===== config.mk =====
export PLATFORM = sky130hd
export DESIGN_NAME = dmem_arbiter
export DESIGN_NICKNAME = d
export VERILOG_FILES = /design/src/rtl/dmem_arbiter.sv
export SDC_FILE = /design/constraint.sdc
export NUM_CORES = 1
export LEC_CHECK = 0
export BUFFER_PORTS_ARGS = -buffer_cell sky130_fd_sc_hd__buf_2
export CORE_ASPECT_RATIO = 0.75
export CORE_MARGIN = 2
export CORE_UTILIZATION = 40
export DETAILED_ROUTE_END_ITERATION = 6
export PLACE_DENSITY = 0.73
export SLEW_MARGIN = 10
export SYNTH_ARGS = -nofsm -noshare
export SYNTH_HDL_FRONTEND = slang
export SYNTH_SLANG_ARGS = --single-unit

===== constraint.sdc =====
create_clock -name clk -period 4 [get_ports clk]
set_clock_uncertainty 0.05 [all_clocks]
set_input_delay 0.4 -clock clk [delete_from_list [all_inputs] [get_ports clk]]
set_output_delay 0.4 -clock clk [all_outputs]
set_load 0.01 [all_outputs]

===== src/rtl/dmem_arbiter.sv =====
// Shared data-memory arbiter between the core load/store port and the debug/loader port.
// One access at a time through IDLE -> ISSUE -> CAPTURE -> DONE, round-robin on contention.
module dmem_arbiter #(
  parameter int ADDR_WIDTH = 6,
  parameter int DATA_WIDTH = 32,
  parameter int CNT_WIDTH  = 16
) (
  input  logic                  clk,
  input  logic                  rst,
  input  logic                  core_req,
  input  logic                  core_we,
  input  logic [ADDR_WIDTH-1:0] core_addr,
  input  logic [DATA_WIDTH-1:0] core_wdata,
  output logic [DATA_WIDTH-1:0] core_rdata,
  output logic                  core_ready,
  input  logic                  dbg_req,
  input  logic                  dbg_we,
  input  logic [ADDR_WIDTH-1:0] dbg_addr,
  input  logic [DATA_WIDTH-1:0] dbg_wdata,
  output logic [DATA_WIDTH-1:0] dbg_rdata,
  output logic                  dbg_ack,
  input  logic                  dbg_halt,
  output logic                  mem_en,
  output logic                  mem_we,
  output logic [ADDR_WIDTH-1:0] mem_addr,
  output logic [DATA_WIDTH-1:0] mem_wdata,
  input  logic [DATA_WIDTH-1:0] mem_rdata,
  output logic [CNT_WIDTH-1:0]  stall_cnt
);

  localparam logic [1:0] S_IDLE    = 2'd0;
  localparam logic [1:0] S_ISSUE   = 2'd1;
  localparam logic [1:0] S_CAPTURE = 2'd2;
  localparam logic [1:0] S_DONE    = 2'd3;

  localparam logic OWN_CORE = 1'b0;
  localparam logic OWN_DBG  = 1'b1;

  typedef struct packed {
    logic                  we;
    logic [ADDR_WIDTH-1:0] addr;
    logic [DATA_WIDTH-1:0] wdata;
  } acc_req_t;

  logic [1:0] state;
  logic       owner;
  logic       last;
  acc_req_t   req_q;

  logic       core_elig;
  logic       dbg_elig;
  logic       grant;
  logic       win;
  acc_req_t   win_req;

  // Under contention the side that did not own the previous access wins.
  always_comb begin
    core_elig = core_req & ~dbg_halt;
    dbg_elig  = dbg_req;
    grant     = (state == S_IDLE) && (core_elig || dbg_elig);
    win       = (core_elig && dbg_elig) ? ~last : dbg_elig;
    win_req   = '0;
    if (win == OWN_DBG) begin
      win_req.we    = dbg_we;
      win_req.addr  = dbg_addr;
      win_req.wdata = dbg_wdata;
    end else begin
      win_req.we    = core_we;
      win_req.addr  = core_addr;
      win_req.wdata = core_wdata;
    end
  end

  always_ff @(posedge clk or posedge rst) begin
    if (rst) begin
      state <= S_IDLE;
      owner <= OWN_CORE;
      last  <= OWN_DBG;
      req_q <= '0;
    end else begin
      case (state)
        S_IDLE: begin
          if (grant) begin
            state <= S_ISSUE;
            owner <= win;
            last  <= win;
            req_q <= win_req;
          end
        end
        S_ISSUE:   state <= S_CAPTURE;
        S_CAPTURE: state <= S_DONE;
        default:   state <= S_IDLE;
      endcase
    end
  end

  // Only the owner's read-data register is ever written, and only on a load.
  always_ff @(posedge clk or posedge rst) begin
    if (rst) begin
      core_rdata <= '0;
      dbg_rdata  <= '0;
    end else if (state == S_CAPTURE && !req_q.we) begin
      if (owner == OWN_DBG) dbg_rdata  <= mem_rdata;
      else                  core_rdata <= mem_rdata;
    end
  end

  always_ff @(posedge clk or posedge rst) begin
    if (rst) begin
      stall_cnt <= '0;
    end else if (core_req && !core_ready && stall_cnt != {CNT_WIDTH{1'b1}}) begin
      stall_cnt <= stall_cnt + CNT_WIDTH'(1);
    end
  end

  // Decoded from state so reset clears them without waiting for an edge.
  assign mem_en     = (state == S_ISSUE);
  assign mem_we     = req_q.we;
  assign mem_addr   = req_q.addr;
  assign mem_wdata  = req_q.wdata;
  assign core_ready = (state == S_DONE) && (owner == OWN_CORE);
  assign dbg_ack    = (state == S_DONE) && (owner == OWN_DBG);

endmodule

### Word level (Yosys, flattened, before mapping)

Cells that the tools add are included.

* register bits: 123
* output and inout bits: 122
* logic and storage cells: 37
* input port bits: 115

* muxes and demuxes: 4
* bitwise gates (word level): 4
* equality and inequality tests: 5
* reductions and logical operators: 14
* add/subtract/negate cells: 1

Operators with widths (count)
* $mux W39: 1
* $add A16 B1 Y16 const B: 1
* $ne A16 B16 Y1 const B: 1
* $logic_and A1 B1 Y1: 7
* $pmux W2 S3: 1
* $reduce_and A2 Y1: 3
* $eq A2 B2 Y1 const B: 2
* $not A1 Y1: 3
* $eq A2 B1 Y1 const B: 1
* $logic_not A1 Y1: 2
* $logic_not A2 Y1: 1
* $mux W2: 1
* $ne A2 B2 Y1 const B: 1
* $and A1 B1 Y1: 1
* $logic_or A1 B1 Y1: 1
* $mux W1: 1

### Logic depth before layout (Yosys ltp)

Gate-level depths: netlist of run 1.

* depth in word-level cells: 6
* gate-level depth with buffers: 6

### Least setup slack after synthesis of run 1

No wires, ideal clock.

* path type: flip-flop to flip-flop
* start: reg state[0]
* end: reg core_rdata[0]
* buffers on the path: 1
* cell stages (with the launch flop): 6
* data arrival time: 1638 ps
* setup slack: 2187 ps
* data required time: 3825 ps
* cell sequence: dfrtp_1 inv_1 ha_1 nor3b_1 buf_2 mux2_2

* cells in the longest elaborated chain, start to end: 3

RTL lines
* start: declaration: line 45 `logic [1:0] state;`
* start signal: assignment: line 76 `state <= S_IDLE;`
* start signal: assignment: line 84 `state <= S_ISSUE;`
* start signal: assignment: line 90 `S_ISSUE: state <= S_CAPTURE;`
* $eq A2 B2 Y1: line 102 `end else if (state == S_CAPTURE && !req_q.we) begin`
* $logic_and A1 B1 Y1: line 102
* $reduce_and A2 Y1 (no source line)
* end signal: assignment: line 104 `else core_rdata <= mem_rdata;`
* end: declaration: line 14 `output logic [DATA_WIDTH-1:0] core_rdata,`

No other way between the ends.
A chain may end at the register's enable or synchronous reset.

### Final worst setup path of run 1

* start: reg last
* end: reg req_q (netlist bit mem_wdata[18])

* cells in the longest elaborated chain, start to end: 3

RTL lines
* start: declaration: line 47 `logic last;`
* start signal: assignment: line 86 `last <= win;`
* $not A1 Y1: line 61 `win = (core_elig && dbg_elig) ? ~last : dbg_elig;`
* $mux W1: line 61
* $mux W39: line 63 `if (win == OWN_DBG) begin`
* end signal: assignment: line 87 `req_q <= win_req;`
* end: declaration: line 48 `acc_req_t req_q;`

No other way between the ends.

==> reports/results.ini, run 1 <==
[synthesis]
yosys.area.top_type=dfrtp_1
synthCells=400
syn_nets=520
async_flop_share=1.00
seq_area_frac_synth=0.595
synth_commonest_cells=122 x dfrtp_1, 66 x mux2_2, 45 x nand2_1
ys_ff_latch=123
synth_area_leaders=dfrtp_1 59%, mux2_2 14%, mux2i_1 7.5%
syn_area_um2=5180
ys_types=38
synthFlopType=dfrtp_1
ys_warn_count=0
avgSynthCellArea_um2=12.9
synth_edf_count=0
yosysMostFrequentCell=dfrtp_1
netlist.area_leader.share=0.590

[critical_path]
crit_fanout=28
start_kind=register
crit_type=register to register
end_kind=register
crit_arrival_ns=2.26
critical_path_required_ns=4.21

[timing]
fmax_ghz=0.488
period_share=0.513
timing.final.ws_setup_ns=1.95
setup_viol=0
finalMaxSlewViolations=0
rsz0062_at_grt=false
fin_crit_ns=2.05
hold_violations=0
slew_headroom=0.486
tns_ns=0
tightest_slew_ns=0.767

[place]
dp_hpwl_mm=9.64
portBuffers=236
place_ws_ns=1.60
place.gp.congestion=0.827

[clocking]
cts_buffers=17
h-tree-depth=4
cts_tree=done
path_clk_slew_ns=0.06
cts_resized=0
ctsHoldBuffers=0
post_cts_buffers=0
clock-root-buffer=clkbuf_16
clk_latency_ns=0.40
cts_sinks=123
clk_path_buf_depth=2

[min_path]
hp-class=primary input to async pin

[drt]
drtAntennaViolNets=0
drt_iter0_drc=128
firstDrtPassIters=4
drc_errors=0
dr_total_vias=3999
drt-total-wl_mm=12.9
route.detailed.wl_per_inst_um=15.8
viasPerCell=4.88

[floorplanning]
std_cell_rows=35
start_util=0.416
die_area_um2=13900
die_x_um=135
core_area_um2=12400
num_io_pins=237
die_y_um=103

[power]
peakVddDrop_uv=442
seq_power_share=0.365
combPwrFrac=0.350
pwr_density_cell_nw_per_um2=821
p_int_mw=3.96
leakage_nw=3.72
switching_share=0.331
p_switching_mw=1.96
power_frac_clock=0.285

[flow_run]
maxCapViolCount=0

[layout]
diodes=0
drive_above_1_share=0.537
fillers=1070
synthToLayoutAreaGrowth_pct=39.1
layout.nets=761

[run_status]
status=completed

[global_route]
grt_max_degree=66
grt_first_pass_wirelength_mm=20.3
grt_overflow=0
grt_pass1_vias=4186
antenna_found_initial=0
grt_use_total=0.188

[flip-flops by register name, summed over array words and instances, names as in the netlist]
register	count
core_rdata	32
dbg_rdata	32
last	1
mem_addr	6
mem_wdata	32
mem_we	1
owner	1
stall_cnt	16
state	2
[cell type report]
cell class / count / area, um^2 / share of cell area
multi-input combinational: 252 / 2000 / 0.278
clock inverter: 13 / 214 / 0.0297
clock buffer: 19 / 443 / 0.0615
inverter: 6 / 25.0 / 0.00347
timing repair buffer: 241 / 1230 / 0.171
sequential: 123 / 3080 / 0.428
tap: 166 / 208 / 0.0288
[stage by stage]
step	instance area (um^2)	hold WS (ns)	std cells	utilization	total power, mW
2_1_floorplan	5180	0.411	400	-	3.36
3_3_place_gp	6550	0.408	788	0.526	4.19
3_5_place_dp	6550	0.415	788	0.526	4.29
4_1_cts	7200	0.106	820	0.579	5.99
5_1_grt	7200	0.144	820	0.579	6.29
6_report	7200	0.0776	820	0.579	5.91
[routing by layer]
layer  GRT usage  share of wire  vias up
met5           0              0        -
met4      0.0745          0.022        0
met3      0.0683          0.078       20
met2       0.320           0.50      150
met1       0.221           0.40     1942
li1            -              -     1887
[placed cells by master, fill, tap and decap left out, types with 13 or more instances in the layout]
cell and instances:
mux2i_1 39, xor2_1 13, o21ai_0 41, dfrtp_1 122, mux2_2 66, buf_2 236, clkbuf_16 17, nand2_1 45
[path summary, 6_finish.rpt]
check,startpoint,to,slack [ns],cells after the start
worst max register to register,last$_DFFE_PP1P_,mem_wdata[18]$_DFFE_PP0P_,1.95,4
min in group clk,mem_rdata[17],dbg_rdata[17]$_DFFE_PP0P_,0.19,2
worst max-delay path,last$_DFFE_PP1P_,mem_wdata[18]$_DFFE_PP0P_,1.95,4
worst min-delay path,rst,stall_cnt[9]$_DFFE_PP0P_,0.08,2
worst min register to register,mem_addr[5]$_DFFE_PP0P_,mem_addr[5]$_DFFE_PP0P_,0.43,2
max in group asynchronous,rst,dbg_rdata[7]$_DFFE_PP0P_,3.01,3
[cells by family after synthesis]
| group | Yosys count | share of synthesized area |
|---|---|---|
| xor gates and xnor gates | 13 | 0.0220 |
| muxes | 105 | 0.219 |
| and+or+nand+nor | 80 | 0.0805 |
| buffers and inverters | 25 | 0.0215 |
| adders and majority gates | 5 | 0.0121 |
| DFF | 123 | 0.595 |
| AOI/OAI and AO/OA | 49 | 0.0500 |
[power groups by stage]
stage | logic, mW | clock network [mW] | registers [mW]
finish | 2.07 | 1.69 | 2.16
global route | 2.27 | 1.78 | 2.24
CTS | 2.11 | 1.72 | 2.17
detailed placement | 2.11 | 0 | 2.17
global placement | 2.04 | 0 | 2.14
floorplan | 0.943 | 0 | 2.42
[worst max-delay path: stages (launching register included)]
cell and delay [ns]:
dfstp_2 0.54, a21bo_2 0.40, buf_4 0.51, mux2i_1 0.29
o21ai_0 0.11
(Power assumes the default switching activity.)
==> run 2, diff against run 1 <==
clock period = 2.15 ns   (was 4 ns; I/O delays follow)
==> run 2 against run 1 <==
Routed wire length increased by 0.36%; critical path type unchanged; critical endpoint is now stall_cnt[14]$_DFFE_PP0P_; global-route usage increased by 0.098 points; count of clock-buffer cells in the layout increased by 1; maximum frequency increased by 6.6%; die area unchanged; sequential power increased by 87%.
==> reports/results.ini, run 2 (synthesis gave the netlist of run 1 again) <==
[run_status]
status=completed  ; unchanged

[timing]
tns_ns=0  ; unchanged
rsz0062_at_grt=false  ; unchanged
fmax_ghz=0.520  ; was 0.488 GHz
finalMaxSlewViolations=0  ; unchanged
setup_viol=0  ; unchanged
fin_crit_ns=1.92  ; was 2.05 ns
hold_violations=0  ; unchanged
period_share=0.894  ; was 0.513
tightest_slew_ns=0.845  ; was 0.767 ns
slew_headroom=0.435  ; was 0.486

[place]
placed_area_um2=6620  ; was 6550 um^2
place.gp.congestion=0.837  ; was 0.827
portBuffers=236  ; unchanged
dp_hpwl_mm=9.39  ; was 9.64 mm

[clocking]
clk_latency_ns=0.40  ; about the same
cts_buffers=17  ; unchanged
cts_sinks=123  ; unchanged
post_cts_buffers=0  ; unchanged
path_clk_slew_ns=0.06  ; about the same
cts_resized=0  ; unchanged
cts_tree=done  ; unchanged
clk_path_buf_depth=2  ; unchanged
h-tree-depth=4  ; unchanged
clock-root-buffer=clkbuf_16  ; unchanged

[floorplanning]
die_area_um2=13900  ; unchanged
die_y_um=103  ; unchanged
std_cell_rows=35  ; unchanged
num_io_pins=237  ; unchanged
core_area_um2=12400  ; unchanged
start_util=0.416  ; unchanged
die_x_um=135  ; unchanged

[global_route]
grt_use_total=0.189  ; was 0.188
grt_first_pass_wirelength_mm=20.3  ; about the same
grt_pass1_vias=4125  ; was 4186
grt_overflow=0  ; unchanged
grt_max_degree=124  ; was 66
antenna_found_initial=0  ; unchanged

[drt]
dr_total_vias=4028  ; was 3999
drt-total-wl_mm=13.0  ; was 12.9 mm
drtAntennaViolNets=0  ; unchanged
drc_errors=0  ; unchanged
viasPerCell=4.84  ; was 4.88
drt_iter0_drc=134  ; was 128
route.detailed.wl_per_inst_um=15.6  ; was 15.8 um
firstDrtPassIters=4  ; unchanged

[layout]
finalInstanceArea_um2=7380  ; was 7200 um^2
final_cell_mix=236 x buf_2, 122 x dfrtp_1, 66 x mux2_2  ; unchanged
diodes=0  ; unchanged
drive_above_1_share=0.530  ; was 0.537
synthToLayoutAreaGrowth_pct=42.5  ; was 39.1%
layout.nets=773  ; was 761
final_common_cell=buf_2  ; unchanged

[flow_run]
maxCapViolCount=0  ; unchanged

[critical_path]
crit_arrival_ns=2.20  ; was 2.26 ns
start_kind=register  ; unchanged
end_kind=register  ; unchanged
critical_path_required_ns=2.43  ; was 4.21 ns
crit_type=register to register  ; unchanged
crit_fanout=4  ; was 28

[power]
peakVddDrop_uv=774  ; was 442 uV
leakage_nw=3.78  ; was 3.72 nW
pwr_density_cell_nw_per_um2=1510  ; was 821 nW/um^2
p_total_mw=11.1  ; was 5.91 mW

[min_path]
hp-class=primary input to register  ; was primary input to async pin

-- run 2: changes by cell type in the layout (fill, tap and decap cells not counted), sizes merged --
| cell | delta |
|---|---|
| clkbuf | +1 |
| buf | +1 |
| clkinv | -2 |
| bufinv | -1 |
| inv | -1 |
| clkinvlp | +3 |
| dlygate4sd3 | +11 |
-- run 2: report_power, final --
group | internal [mW] | switching, mW
logic | 1.95 | 2.03
registers | 3.42 | 0.617
clock network | 2.05 | 1.06
total | 7.41 | 3.71
-- run 2: critical path, stage by stage, from the launching register on --
cell and delay, ns:
dfrtp_1 0.40, ha_1 0.23, or2b_2 0.21, inv_2 0.05
or4_4 0.55, nor4_2 0.20, xor2_1 0.17
-- run 2: routing by layer --
layer	share of wire	vias up	track usage	wire length, um
li1	-	1923	-	-
met1	0.41	1950	0.228	5330
met5	0	-	0	0
met4	0.017	0	0.0737	226
met3	0.059	14	0.0462	767
met2	0.51	141	0.332	6640
-- run 2: stage by stage --
| step | hold slack, ns | utilization | setup WS [ns] | instances |
|---|---|---|---|---|
| after floorplan | 0.316 | - | 0.337 | 400 |
| after global placement | 0.401 | 0.532 | 0.286 | 789 |
| after detailed placement | 0.408 | 0.532 | 0.209 | 789 |
| after CTS | 0.000176 | 0.592 | 0.206 | 831 |
| after global routing | 0.00244 | 0.593 | 0.129 | 832 |
| final | 0.0126 | 0.593 | 0.227 | 832 |
-- run 2: path summary, 6_finish.rpt --
kind | endpoint | cells past startpoint | slack (ns) | from
min | core_rdata[25]$_DFFE_PP0P_ | 2 | 0.01 | mem_rdata[25]
max in group asynchronous | core_rdata[19]$_DFFE_PP0P_ | 4 | 1.05 | rst
max | stall_cnt[14]$_DFFE_PP0P_ | 6 | 0.23 | state[0]$_DFFE_PP0P_
min reg2reg | mem_wdata[9]$_DFFE_PP0P_ | 2 | 0.42 | mem_wdata[9]$_DFFE_PP0P_
max reg2reg | stall_cnt[14]$_DFFE_PP0P_ | 6 | 0.23 | state[0]$_DFFE_PP0P_
min in group asynchronous | stall_cnt[13]$_DFFE_PP0P_ | 4 | 0.49 | rst
-- run 2: final cells by class --
| type | count | area [um^2] |
|---|---|---|
| fillers | 1041 | 5060 |
| flip-flops and latches | 123 | 3080 |
| multi-input cells | 252 | 2000 |
| repair buffers | 253 | 1410 |
| clock buffers | 20 | 467 |
| well taps | 166 | 208 |
| clock inverters | 12 | 185 |
| inverters | 6 | 26.3 |
-- run 2: what timing repair did --
| item | in CTS | in global routing |
|---|---|---|
| hold buffers | 10 | 1 |
| endpoints found under the hold margin | 43 | 1 |
| setup endpoints to repair | 0 | 0 |
==> run 3, diff against run 2 <==
CELL_PAD_IN_SITES_DETAIL_PLACEMENT = 1   (was default)
CELL_PAD_IN_SITES_GLOBAL_PLACEMENT = 2   (was default)
CORE_UTILIZATION = 29   (was 40)
PLACE_DENSITY = 0.83   (was 0.73)
TNS_END_PERCENT = 100   (was default)
==> run 3 against run 2 <==
Critical path depth is the same; total power grew 2.1%; sequential share of layout area shrank 1.8 points; worst hold slack gained 0.0067 ns; clock power grew 4%; maximum frequency grew 0.33%; sequential power is essentially flat; count of clock-buffer cells in the layout shrank 1; cell area grew 4.5%; utilization shrank 15 points; register-to-register slack is essentially flat; critical endpoint is now stall_cnt[10]$_DFFE_PP0P_; largest power group is now combinational logic.
==> reports/results.ini, run 3 (synthesis gave the netlist of run 1 again) <==
[run_status]
status=completed  ; unchanged

[timing]
period_share=0.892  ; was 0.894
tns_ns=0  ; unchanged
rsz0062_at_grt=false  ; unchanged
tightest_slew_ns=0.772  ; was 0.845 ns
fin_hold_ws_ns=0.0193  ; was 0.0126 ns
fin_crit_ns=1.92  ; about the same
finalMaxSlewViolations=0  ; unchanged
slew_headroom=0.483  ; was 0.435
setup_viol=0  ; unchanged
fmax_ghz=0.522  ; was 0.520 GHz
hold_violations=0  ; unchanged

[global_route]
grt_pass1_vias=4584  ; was 4125
grt_overflow=0  ; unchanged
grt_max_degree=70  ; was 124
grt_first_pass_wirelength_mm=23.8  ; was 20.3 mm
grt_use_total=0.163  ; was 0.189
antenna_found_initial=0  ; unchanged

[clocking]
cts_resized=0  ; unchanged
post_cts_buffers=0  ; unchanged
cts_buffers=17  ; unchanged
clock-root-buffer=clkbuf_16  ; unchanged
path_clk_slew_ns=0.06  ; about the same
clk_latency_ns=0.41  ; was 0.40 ns
ctsHoldBuffers=29  ; was 10
clk_path_buf_depth=2  ; unchanged
h-tree-depth=4  ; unchanged
cts_sinks=123  ; unchanged
cts_tree=done  ; unchanged

[floorplanning]
die_x_um=158  ; was 135 um
std_cell_rows=42  ; was 35
num_io_pins=237  ; unchanged
die_area_um2=18900  ; was 13900 um^2
start_util=0.295  ; was 0.416
die_y_um=120  ; was 103 um
core_area_um2=17600  ; was 12400 um^2

[drt]
routed.top_layer=met4  ; unchanged
drtAntennaViolNets=0  ; unchanged
viasPerCell=4.47  ; was 4.84
drt_iter0_drc=122  ; was 134
dr_wl_met3_mm=1.09  ; was 767 um
drt-total-wl_mm=15.1  ; was 13.0 mm
drt-met1-wl_mm=6.24  ; was 5.33 mm
dr_total_vias=4168  ; was 4028
firstDrtPassIters=4  ; unchanged
route.met2.wl_mm=7.52  ; was 6.64 mm
drc_errors=0  ; unchanged
route.detailed.wl_per_inst_um=16.2  ; was 15.6 um

[layout]
diodes=0  ; unchanged
drive_above_1_share=0.520  ; was 0.530
fillers=1956  ; was 1041
final_common_cell=buf_2  ; unchanged
final_cell_mix=236 x buf_2, 122 x dfrtp_1, 66 x mux2_2  ; unchanged
layout.nets=797  ; was 773
synthToLayoutAreaGrowth_pct=49.0  ; was 42.5%
final_core_util=0.439  ; was 0.593

[critical_path]
crit_fanout=4  ; unchanged
start_kind=register  ; unchanged
crit_type=register to register  ; unchanged
path_buf_inv=1  ; unchanged
critical_path_required_ns=2.43  ; about the same
cpMaxStageDelayCell=or4_4  ; unchanged
worstPathCellList=ha_1 -> or2b_2 -> inv_2 -> or4_4 -> nor3_1 -> xor2_1  ; was ha_1 -> or2b_2 -> inv_2 -> or4_4 -> nor4_2 -> xor2_1
end_kind=register  ; unchanged
max_stage_delay_ns=0.54  ; was 0.55 ns
crit_family=simple AND/OR/NAND/NOR gates  ; unchanged
crit_arrival_ns=2.20  ; about the same

[power]
pwr_density_cell_nw_per_um2=1470  ; was 1510 nW/um^2
peakVddDrop_uv=577  ; was 774 uV
p_total_mw=11.3  ; was 11.1 mW
leakage_nw=3.91  ; was 3.78 nW

[min_path]
hp-class=primary input to register  ; unchanged

[place]
dp_hpwl_mm=10.8  ; was 9.39 mm
place.gp.congestion=0.745  ; was 0.837
portBuffers=236  ; unchanged

[flow_run]
maxCapViolCount=0  ; unchanged

## run 3: changes by cell type in the layout (fill, tap and decap cells not counted)
cell / before / now
inv_6: 3 / 2
clkinv_2: 0 / 2
bufinv_16: 4 / 5
dlygate4sd3_1: 11 / 29
clkinvlp_4: 5 / 1
clkinv_4: 1 / 4
buf_4: 0 / 6
clkbuf_8: 3 / 2
## run 3: path summary, 6_finish.rpt
path,cells after the start,slack (ns),start,to
worst max-delay path,6,0.23,state[1]$_DFFE_PP0P_,stall_cnt[10]$_DFFE_PP0P_
worst min-delay path,2,0.02,mem_rdata[1],core_rdata[1]$_DFFE_PP0P_
worst max register to register,6,0.23,state[1]$_DFFE_PP0P_,stall_cnt[10]$_DFFE_PP0P_
worst min register to register,2,0.42,mem_wdata[26]$_DFFE_PP0P_,mem_wdata[26]$_DFFE_PP0P_
max in group asynchronous,4,1.23,rst,core_rdata[3]$_DFFE_PP0P_
min in group asynchronous,3,0.22,rst,mem_wdata[18]$_DFFE_PP0P_
## run 3: per-layer routing
metal	track usage	vias up
met3	0.0553	21
li1	-	1966
met2	0.286	146
met4	0.0546	0
met1	0.185	2035
met5	0	-
## run 3: stage by stage
stage / cell area (um^2) / setup slack [ns] / cells
3_5_place_dp: 6760 / 0.226 / 871
6_report: 7710 / 0.233 / 932
2_1_floorplan: 5180 / 0.337 / 400
5_1_grt: 7710 / 0.0978 / 932
3_3_place_gp: 6760 / 0.252 / 871
4_1_cts: 7710 / 0.210 / 932
## run 3: cell type report
cell class,count,area (um^2),share of cell area
repair buffers,277,1640,0.212
clock inverters,13,213,0.0276
clock buffers,19,453,0.0587
flip-flops and latches,123,3080,0.399
inverters,6,26.3,0.00341
multi-input cells,252,2000,0.260
well taps,242,303,0.0393
## run 3: where the power goes
part | total [mW] | internal [mW] | switching, mW
Sequential | 4.05 | 3.42 | 0.638
Clock | 3.22 | 2.13 | 1.09
Combinational | 4.07 | 1.97 | 2.11
